==> src/rtl/pwm_wave_duty_gen.sv <==
`default_nettype none
// ============================================================================
// Module   : pwm_wave_duty_gen
// Brief    : Waveform-shaped duty source for a PWM (saw/sine/triangle/hold).
//            Values advance on a prescaled tick and are applied to the PWM only
//            at period boundaries. Optional square-law shaping stage is enabled
//            with `define PWM_WAVE_DUTY_GEN_GAMMA_EN.
// Revision : 1.0 - initial release
// ============================================================================
module pwm_wave_duty_gen #(
  parameter int R  = 8,
  parameter int PW = 16,
  parameter int DW = 32
) (
  input  logic          clk,
  input  logic          rst,
  input  logic          en,
  input  logic [1:0]    mode,
  input  logic [PW-1:0] step,
  input  logic [DW-1:0] dvsr,
  input  logic [R:0]    const_duty,
  input  logic          period_start,
  output logic [R:0]    duty,
  output logic          duty_upd,
  output logic [PW-1:0] phase
);

  localparam logic [1:0] c_MODE_SAW  = 2'b00;
  localparam logic [1:0] c_MODE_SINE = 2'b01;
  localparam logic [1:0] c_MODE_TRI  = 2'b10;
  localparam logic [1:0] c_MODE_HOLD = 2'b11;

  localparam logic [R:0] c_FULL = (R+1)'(2**R);
  localparam logic [R:0] c_HALF = (R+1)'(2**(R-1));
  localparam logic [R:0] c_ONE  = (R+1)'(1);

  // Quarter-wave table, q[k] = min(127, floor(128*sin(pi*(2k+1)/256))); sized for R=8.
  localparam logic [R-2:0] c_SINE_Q [2**(R-2)] = '{
    7'd1,   7'd4,   7'd7,   7'd10,  7'd14,  7'd17,  7'd20,  7'd23,
    7'd26,  7'd29,  7'd32,  7'd35,  7'd38,  7'd41,  7'd44,  7'd47,
    7'd50,  7'd53,  7'd56,  7'd58,  7'd61,  7'd64,  7'd67,  7'd69,
    7'd72,  7'd74,  7'd77,  7'd79,  7'd82,  7'd84,  7'd87,  7'd89,
    7'd91,  7'd93,  7'd95,  7'd97,  7'd99,  7'd101, 7'd103, 7'd105,
    7'd107, 7'd108, 7'd110, 7'd112, 7'd113, 7'd115, 7'd116, 7'd117,
    7'd118, 7'd119, 7'd121, 7'd122, 7'd122, 7'd123, 7'd124, 7'd125,
    7'd125, 7'd126, 7'd126, 7'd127, 7'd127, 7'd127, 7'd127, 7'd127
  };

  logic [DW-1:0] r_cnt;
  logic [PW-1:0] r_phase;
  logic [R-2:0]  r_rom_q;
  logic          r_s1_vld;
  logic [R:0]    r_pend;
  logic          r_pend_vld;
  logic [R:0]    r_duty;
  logic          r_duty_upd;

  logic          w_tick;
  logic [PW-1:0] w_phase_nxt;
  logic [R-1:0]  w_addr_nxt;
  logic [R-3:0]  w_rom_idx;
  logic [R-1:0]  w_addr;
  logic [R:0]    w_rom_ext;
  logic [R:0]    w_sample;
  logic          w_wr_vld;
  logic [R:0]    w_wr_data;

  assign w_tick      = en && (r_cnt == dvsr);
  assign w_phase_nxt = r_phase + step;
  assign w_addr_nxt  = w_phase_nxt[PW-1 -: R];
  assign w_rom_idx   = w_addr_nxt[R-2] ? ~w_addr_nxt[R-3:0] : w_addr_nxt[R-3:0];

  always_ff @(posedge clk) begin
    if (rst) begin
      r_cnt    <= '0;
      r_phase  <= '0;
      r_rom_q  <= '0;
      r_s1_vld <= 1'b0;
    end else begin
      r_s1_vld <= w_tick;
      if (en) begin
        r_cnt <= w_tick ? '0 : r_cnt + DW'(1);
      end
      // ROM is addressed with the next phase so its output lines up with r_phase.
      if (w_tick) begin
        r_phase <= w_phase_nxt;
        r_rom_q <= c_SINE_Q[w_rom_idx];
      end
    end
  end

  assign w_addr    = r_phase[PW-1 -: R];
  assign w_rom_ext = {2'b00, r_rom_q};

  always_comb begin
    w_sample = '0;
    case (mode)
      c_MODE_SAW:  w_sample = {1'b0, w_addr};
      c_MODE_SINE: w_sample = w_addr[R-1] ? (c_HALF - c_ONE - w_rom_ext)
                                          : (c_HALF + w_rom_ext);
      c_MODE_TRI:  w_sample = {1'b0, (w_addr[R-1] ? ~w_addr[R-2:0] : w_addr[R-2:0]), 1'b0};
      c_MODE_HOLD: w_sample = (const_duty > c_FULL) ? c_FULL : const_duty;
      default:     w_sample = '0;
    endcase
  end

`ifdef PWM_WAVE_DUTY_GEN_GAMMA_EN
  logic [R:0]     r_g_smp;
  logic           r_g_bypass;
  logic           r_g_vld;
  logic [2*R+1:0] w_sq;

  always_ff @(posedge clk) begin
    if (rst) begin
      r_g_smp    <= '0;
      r_g_bypass <= 1'b0;
      r_g_vld    <= 1'b0;
    end else begin
      r_g_vld <= r_s1_vld;
      if (r_s1_vld) begin
        r_g_smp    <= w_sample;
        r_g_bypass <= (mode == c_MODE_HOLD);
      end
    end
  end

  assign w_sq      = {{(R+1){1'b0}}, r_g_smp} * {{(R+1){1'b0}}, r_g_smp};
  assign w_wr_vld  = r_g_vld;
  assign w_wr_data = r_g_bypass ? r_g_smp : (R+1)'(w_sq >> R);
`else
  assign w_wr_vld  = r_s1_vld;
  assign w_wr_data = w_sample;
`endif

  // A fresh write in the same cycle as an apply stays pending (assigned last).
  always_ff @(posedge clk) begin
    if (rst) begin
      r_pend     <= '0;
      r_pend_vld <= 1'b0;
      r_duty     <= '0;
      r_duty_upd <= 1'b0;
    end else begin
      r_duty_upd <= 1'b0;
      if (period_start && r_pend_vld) begin
        r_duty     <= r_pend;
        r_duty_upd <= 1'b1;
        r_pend_vld <= 1'b0;
      end
      if (w_wr_vld) begin
        r_pend     <= w_wr_data;
        r_pend_vld <= 1'b1;
      end
    end
  end

  assign duty     = r_duty;
  assign duty_upd = r_duty_upd;
  assign phase    = r_phase;

endmodule
`default_nettype wire

==> config.mk <==
export PLATFORM = sky130hd
export DESIGN_NAME = pwm_wave_duty_gen
export DESIGN_NICKNAME = d
export VERILOG_FILES = /design/src/rtl/pwm_wave_duty_gen.sv
export SDC_FILE = /design/constraint.sdc
export NUM_CORES = 1
export LEC_CHECK = 0
export CORE_ASPECT_RATIO = 1.4
export CORE_UTILIZATION = 59
export CTS_CLUSTER_SIZE = 10
export DETAILED_ROUTE_END_ITERATION = 8
export PLACE_DENSITY = 0.84
export REMOVE_ABC_BUFFERS = 1
export SKIP_CTS_REPAIR_TIMING = 1
export SYNTH_ARGS = -nofsm -noshare
export SYNTH_HDL_FRONTEND = slang
export SYNTH_SLANG_ARGS = --single-unit
==> constraint.sdc <==
create_clock -name clk -period 11.4 [get_ports clk]
set_input_delay 1.71 -clock clk [delete_from_list [all_inputs] [get_ports clk]]
set_output_delay 1.71 -clock clk [all_outputs]
set_load 0.05 [all_outputs]
---- After elaboration in Yosys (flattened, before gate mapping) ----
Memories as Yosys holds them, arrays and structs flattened. A register that Yosys moved wholly into a read port is not among the register bits.
Index checks and enable logic that the tools add are counted.
W data, S select, Z words.
storage, ports and cells
  bits in registers ....................... 69
  bits in read-only memories .............. 448
  input bits .............................. 63
  memories kept ........................... 1
operators by class
  add/subtract/negate cells ............... 4
  $lt $le $gt $ge ......................... 1
  equality and inequality tests ........... 4
  muxes and demuxes ....................... 9
  bitwise gates (word level) .............. 3
  reductions and logical operators ........ 4
memory list
  name             words  bits a word  rd ports  clocked after memory_dff  wr ports  RTL line  RTL
  (no name shown)  64     7            1         1                         0         87        r_rom_q <= c_SINE_Q[w_rom_idx];
operators by type and width
  operator                 count
  $pmux W9 S4              1
  $add A32 B1 Y32 const B  1
  $eq A32 B32 Y1           1
  $mux W32                 1
  $mux W9                  2
  $add A16 B16 Y16         1
  $add A8 B7 Y9 const A    1
  $gt A9 B9 Y1 const B     1
  $sub A7 B7 Y8 const A    1
  $mux W7                  1
  $not A6 Y7               1
  $not A7 Y7               1
  $mux W6                  1
  $not A6 Y6               1
  $eq A2 B2 Y1 const B     2
  $mux W1                  3
  $eq A2 B1 Y1 const B     1
  $logic_and A1 B1 Y1      2
  $logic_not A2 Y1         1
  $reduce_bool A2 Y1       1

---- Longest topological paths before layout ----
Gate-level depths: netlist (run 1).
  depth in word-level cells ............... 4
  depth in mapped cells ................... 19
  depth with buffers taken out ............ 17

---- Worst setup path before layout (run 1) ----
Ideal clock, no wire load.
  path kind ............................... input -> register
  from .................................... input step[0]
  to ...................................... register r_rom_q[2]
  arrival time ............................ 5.277 ns
  data required time ...................... 11.248 ns
  path slack .............................. 5.971 ns
  stages .................................. 19
  path through ............................ ha_1 -> inv_1 -> fa_1 -> and2b_1 -> o2111ai_1 -> a21boi_1 -> o31a_1 -> nor2_4 -> buf_2 -> xnor2_1 -> ha_1 -> clkbuf_1 -> inv_1 -> a2111oi_0 -> a31oi_1 -> a2bb2oi_1 -> o211a_1 -> o41ai_1 -> a41oi_1
between the ends
  word-level cells in the longest chain between the ends .. 4
RTL lines
  what                                  RTL line  RTL
  start: declaration                    19        input logic [PW-1:0] step,
  $add A16 B16 Y16 (*)                  69        assign w_phase_nxt = r_phase + step;
  $not A6 Y6                            71        assign w_rom_idx = w_addr_nxt[R-2] ? ~w_addr_nxt[R-3:0] : w_addr_nxt[R-3:0];
  $mux W6 (*)                           71
  $not A6 Y7 (implied by the code) (*)  87
  end: declaration                      51        logic [R-2:0] r_rom_q;
Every way passes the cells marked *; elsewhere a longest branch is shown, timed or not.
A chain may end at the register's enable or synchronous reset.

---- Worst setup path after layout (run 1) ----
Ends and elaborated chain as after synthesis.

==> flow_metrics.tcl, run 1 <==
set metrics [dict create \
    outcome "finished with violations" \
    violations "design-rule violations" \
    finalSetupTns_ns 0 \
    holdPathEnd "duty[5]$_SDFFE_PP0P_" \
    vias_per_cell 6.263 \
    path_cells "clkdlybuf4s50_1, ha_1, inv_1, fa_1, and2b_1, o2111ai_1, a21boi_1, o31a_1, nor2_4, xnor2_1, ha_1, inv_1, a2111oi_0, a31oi_1, a2bb2oi_1, o211a_1, o41ai_1, a41oi_1" \
    fin_skew_ns 0.006913 \
    place_area_sq_mm 0.006568 \
    fp-row-count 42 \
    syn_avg_cell_area_sq_um 7.797 \
    p_sw_mw 0.1858 \
    nets 884 \
    min_from "r_pend[5]$_SDFFE_PP0P_" \
    synth_cell_type_count 82 \
    cts_root_buf "clkbuf_16" \
    grt_remaining_overflow 0 \
    hold_path.class "reg -> reg" \
    endpoint_kind "flop" \
    synthArstFlopShare_pct 0 \
    min_period_ns 5.992 \
    dr.pass1.iters 8 \
    areaGrowthSynthToFinish_pct 20.52 \
    hold_depth 2 \
    comb_power_share_pct 18.4 \
    drc 7 \
    diodes 0 \
    vias 5699 \
    r2r_cells 14 \
    synth_area_sq_mm 0.005684 \
    maxCapViolations 0 \
    clkPwrFrac_pct 40.9 \
    clock-sinks 76 \
    cp.arrival_ns 6.15 \
    worst_pin_slew_ns 0.9685 \
    core_area_sq_mm 0.009407 \
    fmax_ghz 0.1669 \
    timing.final.crit_share_pct 52.56 \
    yosysWarnings 0 \
    tritoncts "yes" \
    slowest_stage "ha_1" \
    final_area_sq_mm 0.006850 \
    die_w_microns 84.96 \
    slowest_delay_ns 0.52 \
    power_leakage_nw 2.551 \
    initial_core_util_pct 60.43 \
    synth.ff_latch_count 76 \
    gp_congestion 0.9540 \
    grt_pass1_vias 5443 \
    netlist_instances 729 \
    synth-edff-count 0 \
    r2r-end "r_rom_q[2]$_SDFFE_PP0P_" \
    p_int_mw 0.4709 \
    fillers 751 \
    yosysSeqAreaShare_pct 26.77 \
    multi_input_area_sq_mm 0.003889 \
    totalWireLength_microns 15910 \
    r2r_setup_slack_ns 6.89 \
    die_h_microns 118.1 \
    r2r_start "phase[11]$_SDFFE_PP0P_" \
    power_frac_seq_pct 40.6 \
    antenna_found_initial 0 \
    hold_violations 0 \
    ioPinCount 89 \
    ant_nets 0 \
    rsz0062_at_grt "false" \
    insertion_delay_ns 0.33 \
    htree_levels 3 \
    grt_max_degree 41 \
    critPathRequiredTime_ns 11.56 \
    critical_path_class "in -> reg" \
    setup_viol 0 \
    cp_max_fo 17 \
    relSlewSlack_pct 35.28 \
    whs_ns 0.4566 \
    drv_slew 0 \
    grt_pass1_wl_microns 26260 \
    seqCellArea_sq_mm 0.001521 \
    ir_worst_vdd_uv 69.60 \
    numPortBuffers 88 \
    drive_gt1_share_pct 5.250 \
    dieArea_sq_mm 0.01004 \
    drtIter0Drc 451 \
    dp_hpwl_microns 12050 \
    ys.flop_type "dfxtp_1" \
    cts_made_buffers 9 \
    wire_per_inst_microns 17.48 \
    crit_path_start_kind "input port" \
    clk_pin_slew_ns 0.06 \
    cts_max_path_buffers 2 \
    p_sw_share_pct 28.29 \
    grt_usage_pct 32.30 \
    cellPowerDensity_mw_per_mm2 95.87 \
]
## cell families after synthesis
family / after synthesis / synth area share, %
simple gates: 277 / 23.36
compound gates: 195 / 24.43
xor+xnor: 77 / 12.35
flops: 76 / 26.77
buf+inv: 66 / 4.821
fa+ha+maj: 26 / 5.855
mux: 12 / 2.421
## per-stage QoR
step	instances	total power, mW	utilization [%]	setup WS, ns
after floorplan	692	0.3438	-	6.089
final	910	0.6568	72.83	5.408
after detailed placement	894	0.3912	69.82	5.159
after global placement	894	0.3904	69.82	5.347
after global routing	910	0.6829	72.83	4.980
after CTS	910	0.6566	72.83	5.487
## sequential cells by signal (all words and copies together), names as in the netlist
register    flops
r_s1_vld        1
duty_upd        1
r_cnt          32
duty            9
r_pend_vld      1
r_pend          9
phase          16
r_rom_q         7
## critical path, delay by kind of cell
family,cells,cell delay (ns)
compound gates,9,2.00
xor+xnor,1,0.28
fa+ha+maj,3,0.91
buf+inv,3,0.58
simple gates,2,0.64
## layer usage
metal / vias to the layer above / part of all wire, % / routed length [microns] / GRT usage [%]
li1: 2777 / - / - / -
met5: - / 0 / 0 / 0
met4: 0 / 4.2 / 669 / 15.68
met1: 2633 / 41 / 6464 / 38.90
met3: 54 / 5.4 / 861 / 5.028
met2: 235 / 50 / 7908 / 55.39
## synthesized netlist by cell type (all sizes together) (6+ instances only)
| cell | count | area [sq um] |
|---|---|---|
| nand4 | 21 | 131.4 |
| and3 | 8 | 50.05 |
| nor2 | 92 | 352.8 |
| clkbuf | 21 | 78.83 |
| o221ai | 6 | 52.55 |
| a21oi | 59 | 295.3 |
| xnor2 | 45 | 394.1 |
| inv | 27 | 101.4 |
| nor3 | 15 | 86.34 |
| o211ai | 8 | 60.06 |
| ha | 25 | 312.8 |
| a211oi | 10 | 85.08 |
| a22oi | 7 | 52.55 |
| a31oi | 6 | 37.54 |
| nand2 | 74 | 282.8 |
| o21ai | 24 | 123.9 |
| o21a | 7 | 52.55 |
| mux2i | 11 | 126.4 |
| xor2 | 30 | 262.8 |
| dfxtp | 76 | 1521 |
| nand3 | 22 | 110.1 |
| nand2b | 11 | 68.82 |
| a21o | 7 | 52.55 |
| buf | 16 | 86.33 |
| nor4 | 10 | 68.81 |
## worst max path at each step
| stage | startpoint | endpoint | slack (ns) | cells past startpoint |
|---|---|---|---|---|
| 2_1_floorplan | step[0] | r_rom_q[2]$_SDFFE_PP0P_ | 6.09 | 16 |
| 6_report | step[0] | r_rom_q[2]$_SDFFE_PP0P_ | 5.41 | 18 |
| 4_1_cts | step[0] | r_rom_q[2]$_SDFFE_PP0P_ | 5.49 | 18 |
| 3_5_place_dp | step[0] | r_rom_q[2]$_SDFFE_PP0P_ | 5.16 | 18 |
| 3_3_place_gp | step[0] | r_rom_q[2]$_SDFFE_PP0P_ | 5.35 | 18 |
| 5_1_grt | step[0] | r_rom_q[2]$_SDFFE_PP0P_ | 4.98 | 18 |
## power groups by stage
| stage | combinational (mW) | sequential, mW | clock, mW |
|---|---|---|---|
| 6_report | 0.121 | 0.267 | 0.269 |
| 5_1_grt | 0.131 | 0.267 | 0.285 |
| 4_1_cts | 0.119 | 0.267 | 0.271 |
| 3_5_place_dp | 0.118 | 0.273 | 0 |
| 3_3_place_gp | 0.118 | 0.273 | 0 |
| 2_1_floorplan | 0.0711 | 0.273 | 0 |
## area by class of cell
class                      count  area share, %
multi-input combinational    587          56.77
sequential                    76          22.21
timing repair buffer          92          13.30
clock buffer                   9          3.288
tap                          110          2.009
inverter                      29          1.589
clock inverter                 7         0.8402
## cell usage in the layout, fill, tap and decap left out, types with 4 or more instances in the layout
| master | instances |
|---|---|
| nand2_1 | 72 |
| o21a_1 | 7 |
| o31ai_1 | 4 |
| dfxtp_1 | 76 |
| nand2b_1 | 11 |
| buf_4 | 4 |
| nor3_1 | 14 |
| a22oi_1 | 7 |
| a211o_1 | 4 |
| nor2_1 | 91 |
| clkdlybuf4s50_1 | 88 |
| a21o_1 | 7 |
| a21oi_1 | 59 |
| and3_1 | 8 |
| or3_1 | 4 |
| clkbuf_16 | 9 |
| ha_1 | 25 |
| mux2i_1 | 9 |
| inv_1 | 27 |
| nand4_1 | 21 |
| xnor2_1 | 45 |
| nand3_1 | 22 |
| a211oi_1 | 8 |
| o22ai_1 | 5 |
| xor2_1 | 30 |
| o21ai_1 | 7 |
| o211ai_1 | 8 |
| a31oi_1 | 6 |
| a221o_1 | 5 |
| nor4_1 | 9 |
| o21ai_0 | 16 |
| o211a_1 | 4 |
| o221ai_1 | 6 |
No activity file was read; power rests on OpenSTA's default activity.
==> run 2: changes to the inputs <==
CORE_UTILIZATION = 50   (was 59)
PLACE_DENSITY = 0.76   (was 0.84)
clock period = 5.4 ns   (was 11.4 ns; I/O delays follow)
==> flow_metrics.tcl, run 2 (synthesized netlist as in run 1, its figures left out) <==
set metrics [dict create \
    outcome "complete, no violations" \
    final_area_sq_mm 0.006977 \
    die_h_microns 128.2 \
    fin_skew_ns 0.01071 \
    clkPwrFrac_pct 44.1 \
    p_sw_share_pct 26.60 \
    place_area_sq_mm 0.006651 \
    totalWireLength_microns 16770 \
    gp_congestion 0.9424 \
    areaGrowthSynthToFinish_pct 22.74 \
    worst_pin_slew_ns 0.9904 \
    finish.utilization_pct 63.54 \
    clk_pin_slew_ns 0.06 \
    initial_core_util_pct 51.77 \
    timing.final.crit_share_pct 88.36 \
    largest_reg_flops 32 \
    cts_made_buffers 9 \
    hold_path.class "reg -> reg" \
    final_cell_mix "nor2_1 (91), clkdlybuf4s50_1 (88), dfxtp_1 (76)" \
    grt_pass1_wl_microns 27370 \
    comb_power_share_pct 17.8 \
    whs_ns 0.4523 \
    final_cell_count_no_fill 947 \
    p_total_mw 1.481 \
    power_frac_seq_pct 38.0 \
    grt_max_degree 41 \
    cellPowerDensity_mw_per_mm2 212.3 \
    p_sw_mw 0.3941 \
    die_w_microns 92.11 \
    dr.pass1.iters 6 \
    ir_worst_vdd_uv 134.0 \
    power_leakage_nw 2.607 \
    cp_max_fo 6 \
    clock-sinks 76 \
    grt_usage_pct 29.00 \
    drc 0 \
    drive_gt1_share_pct 5.955 \
    nets 890 \
    critPathRequiredTime_ns 5.59 \
    numPortBuffers 88 \
    pre_cts_ws_ns 0.3671 \
    crit_path_start_kind "input port" \
    drv_slew 0 \
    relSlewSlack_pct 33.81 \
    tritoncts "yes" \
    cts_root_buf "clkbuf_16" \
    ioPinCount 89 \
    fmax_ghz 0.2096 \
    insertion_delay_ns 0.34 \
    cts_max_path_buffers 2 \
    wire_per_inst_microns 17.71 \
    endpoint_kind "flop" \
    finalWorstSetupSlack_ns 0.6286 \
    vias_per_cell 6.112 \
    core_area_sq_mm 0.01098 \
    regMostFlops "r_cnt" \
    grt_remaining_overflow 0 \
    hold_violations 0 \
    cp.arrival_ns 4.96 \
    post-place-cells 931 \
    drtIter0Drc 368 \
    grt_pass1_vias 5752 \
    vias 5788 \
    dp_hpwl_microns 12740 \
    ant_nets 0 \
    p_int_mw 1.087 \
    final_common_cell "nor2_1" \
    finalSetupTns_ns 0 \
    critical_path_class "in -> reg" \
    min_period_ns 4.771 \
    diodes 0 \
    setup_viol 0 \
    htree_levels 3 \
    rsz0062_at_grt "false" \
    fp-row-count 45 \
    dieArea_sq_mm 0.01180 \
    maxCapViolations 0 \
    antenna_found_initial 0 \
]
run 2: critical path, cell delays in order:
cell             delay [ns]
clkdlybuf4s50_1        0.47
ha_1                   0.18
inv_1                  0.06
fa_1                   0.37
and2b_1                0.26
o2111ai_1              0.20
a21boi_1               0.34
o31a_1                 0.26
nor2_4                 0.06
xnor2_1                0.51
ha_1                   0.26
inv_1                  0.06
a2111oi_0              0.38
a31oi_1                0.09
a2bb2oi_1              0.15
o211a_1                0.12
o41ai_1                0.30
a41oi_1                0.08
run 2: per-layer routing:
| layer | global-route usage, % | wire length [microns] |
|---|---|---|
| met5 | 0 | 0 |
| met3 | 5.101 | 819 |
| met2 | 52.28 | 8628 |
| met4 | 17.28 | 870 |
| met1 | 31.41 | 6450 |
run 2: layout make-up:
type,count,area [sq um]
clock buffers,9,225.2
clock inverters,7,100.1
fillers,951,4003
inverters,29,108.9
multi-input cells,587,3889
flip-flops and latches,76,1521
well taps,141,176.4
repair buffers,98,955.9
run 2: worst paths after layout:
path | cells past startpoint | slack [ns] | to | start
setup / recovery | 18 | 0.63 | r_rom_q[2]$_SDFFE_PP0P_ | step[0]
hold reg to reg | 2 | 0.45 | duty[4]$_SDFFE_PP0P_ | duty[4]$_SDFFE_PP0P_
hold / removal | 2 | 0.45 | duty[4]$_SDFFE_PP0P_ | duty[4]$_SDFFE_PP0P_
setup reg to reg | 17 | 1.22 | r_rom_q[2]$_SDFFE_PP0P_ | phase[0]$_SDFFE_PP0P_
run 2: power groups by stage:
stage	Sequential [mW]	Clock [mW]	Combinational, mW
4_1_cts	0.563	0.668	0.260
2_1_floorplan	0.576	0	0.150
5_1_grt	0.563	0.687	0.284
3_5_place_dp	0.576	0	0.257
6_report	0.564	0.654	0.264
3_3_place_gp	0.576	0	0.254
